### src/rtl/mmu_feeder_if.sv
// mmu_feeder_if: handshake, weight and data buses between a tile source, the feeder and the systolic array.
// Optional: MMU_FEEDER_ROWCNT_EN adds the row_cnt status bus.
`default_nettype none

interface mmu_feeder_if #(
    parameter int BIT_WIDTH = 8,
    parameter int SIZE      = 4
);
    logic                 wt_valid;
    logic                 wt_ready;
    logic [BIT_WIDTH-1:0] wt_row   [SIZE-1:0];
    logic                 data_valid;
    logic                 data_ready;
    logic [BIT_WIDTH-1:0] data_row [SIZE-1:0];
    logic                 data_last;
    logic                 control;
    logic [BIT_WIDTH-1:0] wt_arr   [SIZE-1:0];
    logic [BIT_WIDTH-1:0] data_arr [SIZE-1:0];
    logic                 busy;
    logic                 drain_done;
`ifdef MMU_FEEDER_ROWCNT_EN
    logic [15:0]          row_cnt;
`endif

    modport master (
        output wt_valid, wt_row, data_valid, data_row, data_last,
        input  wt_ready, data_ready, control, wt_arr, data_arr, busy, drain_done
`ifdef MMU_FEEDER_ROWCNT_EN
        , input row_cnt
`endif
    );

    modport slave (
        input  wt_valid, wt_row, data_valid, data_row, data_last,
        output wt_ready, data_ready, control, wt_arr, data_arr, busy, drain_done
`ifdef MMU_FEEDER_ROWCNT_EN
        , output row_cnt
`endif
    );
endinterface

`default_nettype wire

### src/rtl/mmu_feeder.sv
// mmu_feeder: loads a weight tile into the systolic array, then streams diagonally skewed data and drains it.
// Optional: MMU_FEEDER_ROWCNT_EN counts accepted data beats per tile on row_cnt.
`default_nettype none

module mmu_feeder #(
    parameter int BIT_WIDTH = 8,
    parameter int SIZE      = 4
) (
    input  logic        clk,
    input  logic        reset,
    mmu_feeder_if.slave bus
);
    localparam int              CW       = $clog2(2*SIZE+1);
    localparam logic [CW-1:0]   WT_LAST  = CW'(SIZE-1);
    localparam logic [CW-1:0]   DRN_LAST = CW'(2*SIZE-1);

    typedef enum logic [1:0] {
        IDLE    = 2'd0,
        LOAD_WT = 2'd1,
        STREAM  = 2'd2,
        DRAIN   = 2'd3
    } state_t;

    state_t               state_q;
    logic [CW-1:0]        wt_cnt_q;
    logic [CW-1:0]        drn_cnt_q;
    logic                 control_q;
    logic                 busy_q;
    logic                 drain_done_q;
    logic [BIT_WIDTH-1:0] wt_arr_q [SIZE-1:0];
    logic [BIT_WIDTH-1:0] col_d    [SIZE-1:0];
`ifdef MMU_FEEDER_ROWCNT_EN
    logic [15:0]          row_cnt_q;
`endif

    logic wt_ready;
    logic data_ready;
    logic wt_acc;
    logic data_acc;

    assign wt_ready   = (state_q == IDLE) || (state_q == LOAD_WT);
    assign data_ready = (state_q == STREAM);
    assign wt_acc     = bus.wt_valid && wt_ready;
    assign data_acc   = bus.data_valid && data_ready;

    assign bus.wt_ready   = wt_ready;
    assign bus.data_ready = data_ready;
    assign bus.control    = control_q;
    assign bus.wt_arr     = wt_arr_q;
    assign bus.busy       = busy_q;
    assign bus.drain_done = drain_done_q;
`ifdef MMU_FEEDER_ROWCNT_EN
    assign bus.row_cnt    = row_cnt_q;
`endif

    // Column entering the skew network: accepted vector, or a zero bubble
    always_comb begin
        for (int i = 0; i < SIZE; i++) begin
            col_d[i] = data_acc ? bus.data_row[i] : '0;
        end
    end

    always_ff @(posedge clk or posedge reset) begin
        if (reset) begin
            state_q      <= IDLE;
            wt_cnt_q     <= '0;
            drn_cnt_q    <= '0;
            control_q    <= 1'b0;
            busy_q       <= 1'b0;
            drain_done_q <= 1'b0;
            for (int i = 0; i < SIZE; i++) wt_arr_q[i] <= '0;
`ifdef MMU_FEEDER_ROWCNT_EN
            row_cnt_q    <= '0;
`endif
        end else begin
            control_q    <= wt_acc;
            drain_done_q <= 1'b0;
            for (int i = 0; i < SIZE; i++) wt_arr_q[i] <= wt_acc ? bus.wt_row[i] : '0;
            case (state_q)
                IDLE: begin
                    if (wt_acc) begin
                        state_q  <= (SIZE == 1) ? STREAM : LOAD_WT;
                        wt_cnt_q <= CW'(1);
                        busy_q   <= 1'b1;
`ifdef MMU_FEEDER_ROWCNT_EN
                        row_cnt_q <= '0;
`endif
                    end
                end
                LOAD_WT: begin
                    if (wt_acc) begin
                        if (wt_cnt_q == WT_LAST) begin
                            state_q  <= STREAM;
                            wt_cnt_q <= '0;
                        end else begin
                            wt_cnt_q <= wt_cnt_q + CW'(1);
                        end
                    end
                end
                STREAM: begin
                    if (data_acc) begin
`ifdef MMU_FEEDER_ROWCNT_EN
                        if (row_cnt_q != 16'hFFFF) row_cnt_q <= row_cnt_q + 16'd1;
`endif
                        if (bus.data_last) begin
                            state_q   <= DRAIN;
                            drn_cnt_q <= '0;
                        end
                    end
                end
                DRAIN: begin
                    // Skew flush plus accumulator chain and the array's output register
                    if (drn_cnt_q == DRN_LAST) begin
                        state_q      <= IDLE;
                        busy_q       <= 1'b0;
                        drain_done_q <= 1'b1;
                        drn_cnt_q    <= '0;
                    end else begin
                        drn_cnt_q <= drn_cnt_q + CW'(1);
                    end
                end
                default: state_q <= IDLE;
            endcase
        end
    end

    for (genvar gi = 0; gi < SIZE; gi++) begin : g_row
        if (gi == 0) begin : g_tap0
            logic [BIT_WIDTH-1:0] out_q;
            always_ff @(posedge clk or posedge reset) begin
                if (reset) out_q <= '0;
                else       out_q <= col_d[0];
            end
            assign bus.data_arr[0] = out_q;
        end else begin : g_dly
            // Row gi sits gi cycles behind row 0 to form the diagonal wavefront
            logic [BIT_WIDTH-1:0] dly_q [gi];
            logic [BIT_WIDTH-1:0] out_q;
            always_ff @(posedge clk or posedge reset) begin
                if (reset) begin
                    for (int k = 0; k < gi; k++) dly_q[k] <= '0;
                    out_q <= '0;
                end else begin
                    dly_q[0] <= col_d[gi];
                    for (int k = 1; k < gi; k++) dly_q[k] <= dly_q[k-1];
                    out_q <= dly_q[gi-1];
                end
            end
            assign bus.data_arr[gi] = out_q;
        end
    end

endmodule

`default_nettype wire

### src/flat_wrapper.sv
// flat-port wrapper written by rule: the top's interface ports become plain ports
module mmu_feeder_flat 
#(
    parameter int BIT_WIDTH = 8,
    parameter int SIZE      = 4
)
  (clk, reset, bus_wt_valid, bus_wt_row, bus_data_valid, bus_data_row, bus_data_last, bus_wt_ready, bus_data_ready, bus_control, bus_wt_arr, bus_data_arr, bus_busy, bus_drain_done);
  mmu_feeder_if #(.BIT_WIDTH(BIT_WIDTH), .SIZE(SIZE)) bus_i ();
  input  logic clk;
  input  logic reset;
  input wire logic [$bits(bus_i.wt_valid)-1:0] bus_wt_valid;
  input wire logic [$bits(bus_i.wt_row)-1:0] bus_wt_row;
  input wire logic [$bits(bus_i.data_valid)-1:0] bus_data_valid;
  input wire logic [$bits(bus_i.data_row)-1:0] bus_data_row;
  input wire logic [$bits(bus_i.data_last)-1:0] bus_data_last;
  output wire logic [$bits(bus_i.wt_ready)-1:0] bus_wt_ready;
  output wire logic [$bits(bus_i.data_ready)-1:0] bus_data_ready;
  output wire logic [$bits(bus_i.control)-1:0] bus_control;
  output wire logic [$bits(bus_i.wt_arr)-1:0] bus_wt_arr;
  output wire logic [$bits(bus_i.data_arr)-1:0] bus_data_arr;
  output wire logic [$bits(bus_i.busy)-1:0] bus_busy;
  output wire logic [$bits(bus_i.drain_done)-1:0] bus_drain_done;
  assign bus_i.wt_valid = bus_wt_valid;
  assign bus_i.wt_row = {>>{bus_wt_row}};
  assign bus_i.data_valid = bus_data_valid;
  assign bus_i.data_row = {>>{bus_data_row}};
  assign bus_i.data_last = bus_data_last;
  assign bus_wt_ready = bus_i.wt_ready;
  assign bus_data_ready = bus_i.data_ready;
  assign bus_control = bus_i.control;
  assign bus_wt_arr = {>>{bus_i.wt_arr}};
  assign bus_data_arr = {>>{bus_i.data_arr}};
  assign bus_busy = bus_i.busy;
  assign bus_drain_done = bus_i.drain_done;
  mmu_feeder #(.BIT_WIDTH(BIT_WIDTH), .SIZE(SIZE)) u_core (.clk(clk), .reset(reset), .bus(bus_i));
endmodule
### config.mk
export PLATFORM = sky130hd
export DESIGN_NAME = mmu_feeder_flat
export DESIGN_NICKNAME = d
export VERILOG_FILES = /design/src/rtl/mmu_feeder_if.sv /design/src/rtl/mmu_feeder.sv /design/src/flat_wrapper.sv
export SDC_FILE = /design/constraint.sdc
export NUM_CORES = 1
export LEC_CHECK = 0
export ABC_AREA = 0
export CORE_ASPECT_RATIO = 1.25
export CORE_UTILIZATION = 48
export CTS_CLUSTER_DIAMETER = 50
export DETAILED_ROUTE_END_ITERATION = 10
export PLACE_DENSITY = 0.84
export SYNTH_ARGS = -nofsm -noshare
export SYNTH_HDL_FRONTEND = slang
export SYNTH_SLANG_ARGS = --single-unit
### constraint.sdc
create_clock -name clk -period 9.2 [get_ports clk]
set_input_delay 1.84 -clock clk [delete_from_list [all_inputs] [get_ports clk]]
set_output_delay 1.84 -clock clk [all_outputs]
set_load 0.1 [all_outputs]
* After elaboration in Yosys (flattened, before gate mapping)
Cells that the tools add are included.
** Operators by class
- Add/sub/neg operators :: 2
- Equal/unequal tests :: 11
- Mux-type cells :: 28
- Reduce and logical (&&, ||, !) cells :: 11
** Operator list (number)
- 8-bit two-way mux :: 8
- 4-bit two-way mux :: 6
- 4-bit case mux with 2 select lines :: 2
- 2-bit two-way mux :: 6
- 3-bit AND reduction :: 3
- 4-bit by 1-bit adder with 4-bit output, second input constant :: 2
- 2-bit case mux with 4 select lines :: 1
- 2-bit by 1-bit != test with 1-bit output, second input constant :: 3
- 2-bit != test, second input constant :: 3
- 6-bit AND reduction :: 1
- 2-bit nonzero test :: 3
- 2-bit equality test, second input constant :: 2
- 4-bit by 2-bit equality test with 1-bit output, second input constant :: 1
- 4-bit by 3-bit equality test with 1-bit output, second input constant :: 1
- 1-bit two-way mux :: 4
- 2-bit by 1-bit equality test with 1-bit output, second input constant :: 1
- 1-bit logical AND :: 2
- 2-bit zero test :: 1
- 1-bit case mux with 2 select lines :: 1
- 1-bit logical OR :: 1
** Storage, ports and cells
- Bits in registers :: 125
- Bits of input ports :: 69
- Output and inout port bits :: 69

* Longest topological paths before layout
- Depth in word-level cells :: 5
- Gate-level depth with buffers :: 6
- Depth with buffers taken out :: 6

* Worst setup path after synthesis
No wires, ideal clock.
- Path kind :: register to output
- Start :: register u_core.state_q[0]
- End :: output bus_data_ready
- Arrival :: 1.378 ns
- Slack :: 5.982 ns
- Stages on the path, launching flop included :: 3
- Path buffers :: 0
- Path through :: dfrtp_1 -> inv_1 -> ha_1
** On the way
- Longest elaborated chain between the ends :: 1
** RTL lines
- from (decl) :: RTL line mmu_feeder.sv:24 : state_t state_q;
- from (signal assigned) :: RTL line mmu_feeder.sv:82 : state_q <= (SIZE == 1) ? STREAM : LOAD_WT;
- 2-bit equality test :: RTL line mmu_feeder.sv:42 : assign data_ready = (state_q == STREAM);
- to (decl) :: RTL line flat_wrapper.sv:17 : output wire logic [$bits(bus_i.data_ready)-1:0] bus_data_ready;
No other way between the ends.

* Worst setup path after layout
Ends and elaborated chain as after synthesis.

==> reports/metrics.cfg <==
[route]
routed_via_density=4.92
num_vias=2498
topRoutingLayerUsed=met4
wl_met2_um=4840
wl_met3_um=351
dr.first_iter.drc_count=152
drc_errors=0
finalWirelength_um=8580
drt-met1-wl_um=3070
wl_per_cell_um=16.9
drtPass1Iterations=4
ant_nets=0

[cells_and_area]
seqCellArea_sq_um=3130
layout_commonest_cell=clkdlybuf4s50_1
multi_input_area_sq_um=802
n_antenna_cell=0
drive_above_1_share_pct=10.2
fin_nets=477
fillers=459
area_growth_pct=52.2
final_cell_mix=clkdlybuf4s50_1 (137), dfrtp_1 (125), and3_1 (33)

[clock_network]
cts_buffers=17
postCtsSetupBuffers=0
cts_buffer_depth=2
clk_latency_ns=0.50
clockRootBuffer=clkbuf_8
cts_resized=0
cts.sinks=125
cts_tree=built
cts_hold_buf=0
clk_pin_slew_worst_paths_ns=0.06
htreeDepth=4

[min_path]
hp-class=reg -> reg
holdPathStages=0
hp-start=u_core.g_row[1].g_dly.dly_q[3]

[timing]
setup_tns_ns=0
max_freq_mhz=200
finalCriticalPeriod_ns=5.00
drv_slew=0
period_share_pct=54.3
clock_skew_ns=0.00655
tightest_slew_ns=1.02
worst_slack_ns=4.20
rsz0062_at_grt=no
whs_ns=0.342
hold_viol=0
slew_headroom_pct=31.9
finalSetupViolCount=0

[synth]
ys_ff_latch=125
syn_area_sq_um=3990
synth_cell_types=34
synthArstFlopShare_pct=100
synth_edf_count=0
yosys_warnings=0
synthCells=253
syn_nets=329
yosysSeqAreaShare_pct=78.4
postSynthAreaPerCell_sq_um=15.8
synth_ff_type=dfrtp_1

[pwr]
total_power_mw=2.19
p_per_area_nw_per_um2=360
pwr-share-clk_pct=31.2
pwr-share-comb_pct=37.3
max-vdd-ir-drop_mv=0.367
p_leak_nw=2.98
p_int_mw=1.31
p_sw_uw=877
p_sw_share_pct=40.1
pwr-share-seq_pct=31.5

[floorplanning]
core-area_sq_um=7930
dieHeight_um=104
die_width_um=83.5
initial_core_util_pct=50.3
io_pins=138
rows=36
die_area_sq_um=8680

[placement]
dpl.hpwl_um=5380
pre_cts_ws_ns=4.73
io_buffers=137
gp_congestion=0.791

[setup_path]
crit_required_ns=7.36
crit_family=buffers and inverters
startpoint_type=flop
critical_path_depth=3
cp-startpoint=u_core.state_q[0]
endpoint_kind=output port
r2r_start=u_core.state_q[0]
max_stage_delay_ns=1.29
cp.arrival_ns=3.16
crit_path_cell_trace=inv_1 > ha_1 > clkdlybuf4s50_1
crit_fanout=36
crit_buf_inv=2
critPathSlowestCell=clkdlybuf4s50_1
reg2reg_depth=6
worstSetupPathType=reg -> out

[global_routing]
antenna_found_initial=0
grt_pass1_vias=2650
grt_pass1_wl_um=13800
grtUsageTotal_pct=21.4
overflow=0
grt_max_degree=65

[run]
cap_violations=0

[status]
status=finished, final reports clean

==> per-stage QoR <==
step	std cells	utilization, %	instance area, sq um
2_1_floorplan	253	-	3990
3_3_place_gp	477	68.8	5450
3_5_place_dp	477	68.8	5450
4_1_cts	508	76.6	6070
5_1_grt	508	76.6	6070
6_report	508	76.6	6070
==> state kept, by name, indices dropped and copies added (netlist names), 2 cells and up <==
name                       count
u_core.bus.wt_arr             32
u_core.drn_cnt_q               4
u_core.g_row.g_tap0.out_q      8
u_core.g_row.g_dly.out_q      24
u_core.state_q                 2
u_core.g_row.g_dly.dly_q      48
u_core.wt_cnt_q                4
==> worst paths after layout <==
kind | slack (ns) | end
setup reg to reg | 6.85 | u_core.drn_cnt_q[2]
min in group asynchronous | 1.83 | u_core.g_row[0].g_tap0.out_q[7]
max in group asynchronous | 6.12 | u_core.g_row[3].g_dly.dly_q[21]
setup / recovery | 4.20 | bus_data_ready
hold reg to reg | 0.34 | u_core.g_row[1].g_dly.out_q[3]
hold / removal | 0.34 | u_core.g_row[1].g_dly.out_q[3]
==> logic make-up (layout without fill, tap and decap cells) <==
logic type / after synthesis / in the layout / share of synthesized area (%)
multiplexers: 3 / 3 / 0.910
flip-flops: 125 / 125 / 78.4
buffers and inverters: 15 / 175 / 1.44
adder cells (fa/ha/maj): 7 / 7 / 2.20
AO/OA/AOI/OAI: 17 / 17 / 3.51
AND/OR/NAND/NOR: 86 / 86 / 13.5
==> per-layer routing <==
metal  GRT usage, %  up-vias
met2           37.4       90
met4           13.3        0
met3           5.87       23
met5              0        -
li1               -     1122
met1           22.9     1263
==> Yosys cell counts (all sizes together), types with 2 or more instances <==
cell / count / area, sq um
dfrtp: 125 / 3130
and3: 34 / 214
and2: 32 / 200
clkbuf: 8 / 30.0
o21ai: 8 / 40.0
ha: 7 / 87.6
inv: 6 / 22.5
nand3: 4 / 20.0
nand2: 3 / 18.8
nor2: 3 / 11.3
mux2: 2 / 26.3
nand2b: 2 / 12.5
nor2b: 2 / 12.5
or2b: 2 / 16.3
==> layout make-up <==
| type | count | share of cell area, % |
|---|---|---|
| tap | 95 | 1.96 |
| sequential | 125 | 51.5 |
| timing repair buffer | 138 | 22.7 |
| inverter | 6 | 0.412 |
| clock inverter | 13 | 3.13 |
| clock buffer | 18 | 7.05 |
| multi-input combinational | 113 | 13.2 |
==> power by group through the flow <==
stage | Clock, mW | Sequential, mW | Combinational (mW)
3_5_place_dp | 0 | 0.696 | 0.814
3_3_place_gp | 0 | 0.688 | 0.800
5_1_grt | 0.722 | 0.698 | 0.847
4_1_cts | 0.696 | 0.689 | 0.820
2_1_floorplan | 0 | 1.09 | 0.222
6_report | 0.683 | 0.688 | 0.815
Power figures use the tool's default switching activity.
